==> src/rtl/tpm_sync_if.sv <==
// Handshake bundle between the key-exchange sequencer and its partners.
// The master side drives feed/ctrl/status; the slave side drives start/out bits.
interface tpm_sync_if #(
  parameter int FEED_W = 6,
  parameter int RND_W  = 10
);
  logic              start;
  logic              out_a;
  logic              out_b;
  logic [FEED_W-1:0] feed;
  logic [2:0]        ctrl;
  logic              out_other_a;
  logic              out_other_b;
  logic              busy;
  logic              synced;
  logic              fail;
  logic [RND_W-1:0]  round_cnt;

  modport master (
    input  start, out_a, out_b,
    output feed, ctrl, out_other_a, out_other_b,
    output busy, synced, fail, round_cnt
  );

  modport slave (
    output start, out_a, out_b,
    input  feed, ctrl, out_other_a, out_other_b,
    input  busy, synced, fail, round_cnt
  );
endinterface

==> src/rtl/tpm_sync_controller.sv <==
// Sequencer for two tree-parity-machine partners: feed generation,
// phase control, output cross-coupling and agreement counting.
module tpm_sync_controller #(
  parameter int          FEED_W      = 6,
  parameter logic [15:0] SEED        = 16'hACE1,
  parameter int          COMPUTE_CYC = 6,
  parameter int          UPDATE_CYC  = 6,
  parameter int          SYNC_ROUNDS = 20,
  parameter int          MAX_ROUNDS  = 1000,
  parameter int          RND_W       = 10
) (
  input logic       clk,
  input logic       rst,
  tpm_sync_if.master bus
);

  localparam logic [15:0] SEED_V =
    (SEED == 16'h0) ? 16'hACE1 : SEED;
  localparam int AW = $clog2(SYNC_ROUNDS + 1);
  localparam logic [7:0] CMP_LAST = 8'(COMPUTE_CYC - 1);
  localparam logic [7:0] UPD_LAST = 8'(UPDATE_CYC - 1);
  localparam logic [AW-1:0] SYNC_N = AW'(SYNC_ROUNDS);
  localparam logic [RND_W-1:0] MAX_N = RND_W'(MAX_ROUNDS);

  typedef enum logic [2:0] {
    IDLE, GEN, COMPUTE, COMPARE, UPDATE, COMMIT, DONE
  } state_t;

  state_t          state;
  logic [15:0]     lfsr;
  logic [7:0]      cnt;
  logic [AW-1:0]   agree_cnt;

  logic [15:0]     lfsr_nxt;
  logic            agree;
  logic [AW-1:0]   agree_inc;
  logic [RND_W-1:0] rnd_inc;

  assign lfsr_nxt  = {lfsr[14:0],
                      lfsr[15] ^ lfsr[13] ^ lfsr[12] ^ lfsr[10]};
  assign agree     = (bus.out_a == bus.out_b);
  assign agree_inc = agree_cnt + 1'b1;
  assign rnd_inc   = bus.round_cnt + 1'b1;

  // Exchange FSM; every output is a register updated on the transition.
  always_ff @(posedge clk) begin
    if (rst) begin
      state           <= IDLE;
      lfsr            <= SEED_V;
      cnt             <= '0;
      agree_cnt       <= '0;
      bus.feed        <= '0;
      bus.ctrl        <= 3'b000;
      bus.out_other_a <= 1'b0;
      bus.out_other_b <= 1'b0;
      bus.busy        <= 1'b0;
      bus.synced      <= 1'b0;
      bus.fail        <= 1'b0;
      bus.round_cnt   <= '0;
    end else begin
      unique case (state)
        IDLE, DONE: begin
          if (bus.start) begin
            state         <= GEN;
            bus.busy      <= 1'b1;
            bus.synced    <= 1'b0;
            bus.fail      <= 1'b0;
            bus.round_cnt <= '0;
            agree_cnt     <= '0;
            lfsr          <= SEED_V;
          end
        end
        GEN: begin
          bus.feed <= lfsr[FEED_W-1:0];
          lfsr     <= lfsr_nxt;
          bus.ctrl <= 3'b001;
          cnt      <= '0;
          state    <= COMPUTE;
        end
        COMPUTE: begin
          if (cnt == CMP_LAST) begin
            bus.ctrl <= 3'b000;
            state    <= COMPARE;
          end else begin
            cnt <= cnt + 1'b1;
          end
        end
        COMPARE: begin
          bus.out_other_a <= bus.out_b;
          bus.out_other_b <= bus.out_a;
          bus.round_cnt   <= rnd_inc;
          if (agree) begin
            agree_cnt <= agree_inc;
            if (agree_inc == SYNC_N) begin
              state      <= DONE;
              bus.busy   <= 1'b0;
              bus.synced <= 1'b1;
            end else if (rnd_inc == MAX_N) begin
              state    <= DONE;
              bus.busy <= 1'b0;
              bus.fail <= 1'b1;
            end else begin
              state    <= UPDATE;
              bus.ctrl <= 3'b010;
              cnt      <= '0;
            end
          end else begin
            agree_cnt <= '0;
            if (rnd_inc == MAX_N) begin
              state    <= DONE;
              bus.busy <= 1'b0;
              bus.fail <= 1'b1;
            end else begin
              state <= GEN;
            end
          end
        end
        UPDATE: begin
          if (cnt == UPD_LAST) begin
            bus.ctrl <= 3'b100;
            state    <= COMMIT;
          end else begin
            cnt <= cnt + 1'b1;
          end
        end
        COMMIT: begin
          bus.ctrl <= 3'b000;
          state    <= GEN;
        end
        default: state <= IDLE;
      endcase
    end
  end

endmodule

==> src/flat_wrapper.sv <==
// flat-port wrapper written by rule: the top's interface ports become plain ports
module tpm_sync_controller_flat 
#(
  parameter int          FEED_W      = 6,
  parameter logic [15:0] SEED        = 16'hACE1,
  parameter int          COMPUTE_CYC = 6,
  parameter int          UPDATE_CYC  = 6,
  parameter int          SYNC_ROUNDS = 20,
  parameter int          MAX_ROUNDS  = 1000,
  parameter int          RND_W       = 10
)
  (clk, rst, bus_start, bus_out_a, bus_out_b, bus_feed, bus_ctrl, bus_out_other_a, bus_out_other_b, bus_busy, bus_synced, bus_fail, bus_round_cnt);
  tpm_sync_if #(.FEED_W(FEED_W), .RND_W(RND_W)) bus_i ();
  input logic clk;
  input logic rst;
  input wire logic [$bits(bus_i.start)-1:0] bus_start;
  input wire logic [$bits(bus_i.out_a)-1:0] bus_out_a;
  input wire logic [$bits(bus_i.out_b)-1:0] bus_out_b;
  output wire logic [$bits(bus_i.feed)-1:0] bus_feed;
  output wire logic [$bits(bus_i.ctrl)-1:0] bus_ctrl;
  output wire logic [$bits(bus_i.out_other_a)-1:0] bus_out_other_a;
  output wire logic [$bits(bus_i.out_other_b)-1:0] bus_out_other_b;
  output wire logic [$bits(bus_i.busy)-1:0] bus_busy;
  output wire logic [$bits(bus_i.synced)-1:0] bus_synced;
  output wire logic [$bits(bus_i.fail)-1:0] bus_fail;
  output wire logic [$bits(bus_i.round_cnt)-1:0] bus_round_cnt;
  assign bus_i.start = bus_start;
  assign bus_i.out_a = bus_out_a;
  assign bus_i.out_b = bus_out_b;
  assign bus_feed = bus_i.feed;
  assign bus_ctrl = bus_i.ctrl;
  assign bus_out_other_a = bus_i.out_other_a;
  assign bus_out_other_b = bus_i.out_other_b;
  assign bus_busy = bus_i.busy;
  assign bus_synced = bus_i.synced;
  assign bus_fail = bus_i.fail;
  assign bus_round_cnt = bus_i.round_cnt;
  tpm_sync_controller #(.FEED_W(FEED_W), .SEED(SEED), .COMPUTE_CYC(COMPUTE_CYC), .UPDATE_CYC(UPDATE_CYC), .SYNC_ROUNDS(SYNC_ROUNDS), .MAX_ROUNDS(MAX_ROUNDS), .RND_W(RND_W)) u_core (.clk(clk), .rst(rst), .bus(bus_i));
endmodule
==> config.mk <==
export PLATFORM = sky130hd
export DESIGN_NAME = tpm_sync_controller_flat
export DESIGN_NICKNAME = d
export VERILOG_FILES = /design/src/rtl/tpm_sync_if.sv /design/src/rtl/tpm_sync_controller.sv /design/src/flat_wrapper.sv
export SDC_FILE = /design/constraint.sdc
export NUM_CORES = 1
export LEC_CHECK = 0
export CAP_MARGIN = 20
export CORE_UTILIZATION = 44
export CTS_CLUSTER_SIZE = 25
export DETAILED_ROUTE_END_ITERATION = 10
export GPL_ROUTABILITY_DRIVEN = 0
export PLACE_DENSITY = 0.64
export SLEW_MARGIN = 25
export SYNTH_ARGS = -nofsm -noshare
export SYNTH_HDL_FRONTEND = slang
export SYNTH_SLANG_ARGS = --single-unit
==> constraint.sdc <==
create_clock -name clk -period 3.8 [get_ports clk]
set_input_delay 0.95 -clock clk [delete_from_list [all_inputs] [get_ports clk]]
set_output_delay 0.95 -clock clk [all_outputs]
set_load 0.01 [all_outputs]
# Yosys cells after proc, flatten, opt, wreduce, memory -nomap -nowiden

Cells that the tools add are included.

Bits in registers: 56
Input port bits: 5

Add/subtract/negate cells: 3
Equal/unequal tests: 19
Multiplexer cells: 39
Bitwise gates (word level): 3
Reductions and logical operators: 14

Operators by type and width:

| cell                                          | count |
|---|---|
| 2-to-1 mux 3 bit                              | 11 |
| 2-to-1 mux 8 bit                              | 4 |
| one-hot mux 16 bit (2 select lines)           | 1 |
| one-hot mux 8 bit (3 select lines)            | 1 |
| one-hot mux 10 bit (2 select lines)           | 1 |
| one-hot mux 3 bit (6 select lines)            | 1 |
| 2-to-1 mux 16 bit                             | 1 |
| one-hot mux 3 bit (5 select lines)            | 1 |
| adder 10 x 1 -> 10 bit, second input constant | 1 |
| == test 10 bit, second input constant         | 1 |
| 2-to-1 mux 1 bit                              | 10 |
| 2-to-1 mux 10 bit                             | 1 |
| 2-to-1 mux 5 bit                              | 2 |
| one-hot mux 5 bit (2 select lines)            | 1 |
| == test 3 bit, second input constant          | 3 |
| adder 8 x 1 -> 8 bit, second input constant   | 1 |
| == test 8 x 3 -> 1 bit, second input constant | 1 |
| != test 2 x 1 -> 1 bit, second input constant | 4 |
| != test 2 bit, second input constant          | 4 |
| == test 3 x 2 -> 1 bit, second input constant | 2 |
| one-hot mux 1 bit (2 select lines)            | 3 |
| AND reduction 3 bit                           | 2 |
| AND reduction 6 bit                           | 1 |
| adder 5 x 1 -> 5 bit, second input constant   | 1 |
| other kinds (14)                              | 19 |

# Logic depth before layout (Yosys ltp)

Depth in word-level cells: 6
Gate-level depth with buffers: 8
Gate-level depth less buffers: 8

# Worst setup path after synthesis

Ideal clock, no wire load.

Kind: input-to-reg
Start: input bus_out_a
End: register u_core.cnt[1]
Library setup time: 121 ps
Arrival: 1,943 ps
Setup slack: 1,736 ps
Cell stages on the path: 5
Path buffers: 0
Cell sequence: xnor2_1 -> and3_1 -> o21ai_1 -> nand2_1 -> mux2_2

Word-level cells in the longest chain between the ends: 3

Ends and longest elaborated chain:

| element                                 | line                       | source |
|---|---|---|
| start, declared                         | flat_wrapper.sv:17         | `input wire logic [$bits(bus_i.out_a)-1:0] bus_out_a;` |
| == test 1 bit                           | tpm_sync_controller.sv:41  | `assign agree = (bus.out_a == bus.out_b);` |
| != test 2 x 1 -> 1 bit (no source line) | n/a                        |  |
| AND reduction 5 bit (no source line)    | n/a                        |  |
| end signal, assigned                    | tpm_sync_controller.sv:85  | `cnt <= cnt + 1'b1;` |
| end signal, assigned                    | tpm_sync_controller.sv:123 | `cnt <= cnt + 1'b1;` |
| end, declared                           | tpm_sync_controller.sv:31  | `logic [7:0] cnt;` |

Every way passes these cells.
A chain may end at the register's enable or synchronous reset.

# Worst setup path in the final report

Same ends and word-level chain as after synthesis.

==> reports/metrics.sh <==
CLKSINKCOUNT=56
SYNTH.YOSYS.SEQ_AREA_SHARE=0.4088
DETAIL_ROUTE.WL_PER_CELL_UM=13.95
CTS_ROOT_BUFFER='clkbuf_8'
FINAL.SETUP_SKEW_NS=0.007464
POWERDENSITY_mW_PER_MM2=374.8
DIE-AREA_MM2=0.006553
SYNTHESIS.AREA_PER_INSTANCE_UM2=7.726
GRT_PASS1_WL_MM=10.26
POWER.TOTAL_mW=1.174
CELLS_AFTER_SYNTH=355
FINALNONFILLERCELLS=444
SETUP.WORST_PATH.CLASS='input port to flip-flop'
POSTROUTEANTENNANETS=0
TIMING.SETUP.TNS_NS=0
CRITICAL_PATH.MAX_FANOUT=7
WL_MM=6.193
CRIT_REQUIRED_NS=4.01
NUMBER_OF_GLOBAL_ROUTE_VIAS_BEFORE_REPAIR=2135
CTS_MAX_LEVEL=2
HOLD_VIOLATIONS=0
WORST_PATH_DOMINANT_CELL_FAMILY='buffers and inverters'
CRITICAL_PATH.STARTPOINT_TYPE='input port'
POST_DR_VIAS_CELL=5.619
POSTCTSSETUPBUFFERS=0
CAP_VIOL_MAX_COUNT=0
DIEWIDTH_UM=80.95
BOUNDARYPINS=29
CORE_AREA_MM2=0.005956
PRECTSSETUPSLACK_NS=0.9535
LAYOUT.FILLER_CELLS=589
PIN_COUNT_OF_THE_BIGGEST_NET_ENTERING_GLOBAL_ROUTING=39
CP_CELL_SEQUENCE='clkdlybuf4s50_1 -> xnor2_1 -> and3_1 -> o21ai_1 -> nand2_1 -> mux2_2'
POST-PLACE-CELLS=436
RUN_STATUS='finished, final reports clean'
CTS_RESIZED=0
POWER.LEAKAGE_nW=1.073
ARRIVAL_NS=2.73
SYN_NETS=365
USE_MET2=0.3227
FRACTION_OF_LAYOUT_CELLS_WITH_A_SIZE_SUFFIX_ABOVE_1=0.04878
FINAL-SETUP-VIOL-COUNT=0
GROUTE.LAYER.MET1.USAGE=0.2722
SYNTHTOLAYOUTAREAGROWTH_PCT=14.19
RSZ_0062_RAISED_AFTER_GLOBAL_ROUTING='false'
TIGHTESTPINTRANSITION_NS=0.6857
DETAILEDPLACEMENTHPWL_MM=4.100
CONGESTION_OVERFLOW_GR=0
WORST_PATH_LARGEST_CELL_DELAY_NS=0.47
CLK_LATENCY_NS=0.32
LAYOUT_COMMONEST_CELL='dfxtp_1'
CRITICAL_PATH_BUF_INV_COUNT=1
TRITONCTS.NUM_BUFFERS=5
FIN_NETS=378
PORT_BUFFERS=28
CHIPHEIGHT_UM=80.95
FINALCRITICALPERIOD_NS=2.513
CTS_TREE='built'
SYNTHDISTINCTLIBCELLS=45
IRDROPWORSTVDD_V=0.0002066
POST-ROUTE-WORST-SETUP-SLACK_NS=1.287
CRITICAL-PATH-SLOWEST-CELL='clkdlybuf4s50_1'
TOP_USAGE_LAYER='met2'
WORST_SLEW_MARGIN_REL=0.5428
FINAL_MAX_SLEW_VIOL_COUNT=0
PERIOD_UTILIZATION=0.6614
CTS_HOLD_BUFFERS=0
GRTUSAGEMET3=0.03596
WORST_HOLD_PATH_TYPE='flip-flop to flip-flop'
DR.PASS1.ITERS=4
FLOORPLAN.INITIALDENSITY=0.4605
LAYOUT_COMMON_CELLS='dfxtp_1 (56), nor2_1 (48), nand2_1 (48), a21oi_1 (42), clkdlybuf4s50_1 (27)'
VIAS=2495
INITIALDRTVIOLATIONCOUNT=136
CTS.PATH.MAX_BUFFERS=2
FMAX_MHz=397.9
CLKTRANSATPATHREGS_NS=0.11
INSERTEDDIODECOUNT=0
WORSTSETUPENDPOINTTYPE='flip-flop'
SYNTH.FF_LATCH_COUNT=56
GRTUSAGETOTAL=0.2007
DRC=0
SYNTHESIS.AREA_MM2=0.002743
YS.WARNINGS.COUNT=0
PLACEMENTROWS=28
GRT_ANTENNA_BEFORE_REPAIR=0
## synthesized netlist by cell type (all sizes together)
cell type,instances,area [um^2]
clkbuf,19,71.32
a41oi,3,26.28
a22oi,1,7.510
nor4b,3,26.28
or4b,1,10.01
nand3,17,85.08
a21o,1,7.510
o21a,1,7.510
o211ai,5,37.54
and4,1,8.760
or3,4,25.02
dfxtp,56,1121
a211oi,6,45.04
a211o,1,8.760
o22ai,1,6.260
nand3b,1,7.510
xor2,3,26.28
mux2,1,11.26
o31ai,2,15.01
a311oi,5,43.79
ha,5,62.56
a21oi,42,210.2
nor2b,2,12.51
o21ai,15,75.07
xnor2,5,43.79
o221ai,1,15.01
nand4,1,21.27
and2,1,6.260
nand4b,2,17.52
nand2,48,180.2
nor3,17,85.08
inv,2,7.510
o311a,1,10.01
nor4,1,6.260
nand2b,1,6.260
a31oi,6,37.54
o2111ai,2,17.52
and3,5,31.28
buf,5,25.02
nor3b,2,15.01
or2,2,12.51
o21bai,8,60.06
nor2,49,186.4
## state kept, by name, indices dropped and copies added, names as in the netlist, 3 cells and up
register              flops
u_core.agree_cnt          5
u_core.state              3
u_core.bus.ctrl           3
u_core.bus.feed           6
u_core.bus.round_cnt     10
u_core.lfsr              16
u_core.cnt                8
## report_power, final
part / internal, mW / switching, mW
clock: 0.136 / 0.216
combinational: 0.0683 / 0.114
sequential: 0.611 / 0.0282
## layout make-up
cell class / count / area [um^2] / area share
Timing Repair Buffer: 30 / 290.3 / 0.09269
Clock buffer: 5 / 68.82 / 0.02197
Tap cell: 75 / 93.84 / 0.02996
Clock inverter: 3 / 27.53 / 0.008789
Sequential cell: 56 / 1121 / 0.3580
Multi-Input combinational cell: 273 / 1523 / 0.4862
Inverter: 2 / 7.507 / 0.002397
## worst paths after layout
check / slack (ns) / startpoint / endpoint / depth (start not counted)
setup / recovery: 1.29 / bus_out_a / u_core.cnt[1]$_SDFFE_PP0P_ / 6
hold / removal: 0.46 / u_core.bus.feed[5]$_SDFFE_PP0P_ / u_core.bus.feed[5]$_SDFFE_PP0P_ / 2
setup reg to reg: 1.36 / u_core.bus.round_cnt[2]$_SDFFE_PP0P_ / u_core.cnt[1]$_SDFFE_PP0P_ / 6
hold reg to reg: 0.46 / u_core.bus.feed[5]$_SDFFE_PP0P_ / u_core.bus.feed[5]$_SDFFE_PP0P_ / 2
## worst min-delay path, cell delays in order (launching register included)
cell and delay [ns]:
dfxtp_1 0.33, nand2_1 0.05, a21oi_1 0.05
## metrics by stage
stage | hold WS (ns) | area [um^2] | util
2_1_floorplan | 0.4321 | 2743 | -
5_1_grt | 0.4734 | 3132 | 0.5258
3_3_place_gp | 0.4416 | 3035 | 0.5097
3_5_place_dp | 0.4459 | 3035 | 0.5097
6_report | 0.4598 | 3132 | 0.5258
4_1_cts | 0.4622 | 3132 | 0.5258
## per-layer routing
layer | vias up | wire, um
li1 | 1303 | -
met5 | - | 0
met2 | 49 | 2805
met1 | 1138 | 3112
met4 | 0 | 58
met3 | 5 | 216
## logic make-up after synthesis
group	synth area share
AND/OR/NAND/NOR	0.2710
AO/OA/AOI/OAI	0.2299
flip-flops	0.4088
buffers and inverters	0.03787
XOR/XNOR	0.02555
adder cells (fa/ha/maj)	0.02281
multiplexers	0.004106
(Power assumes the default switching activity.)
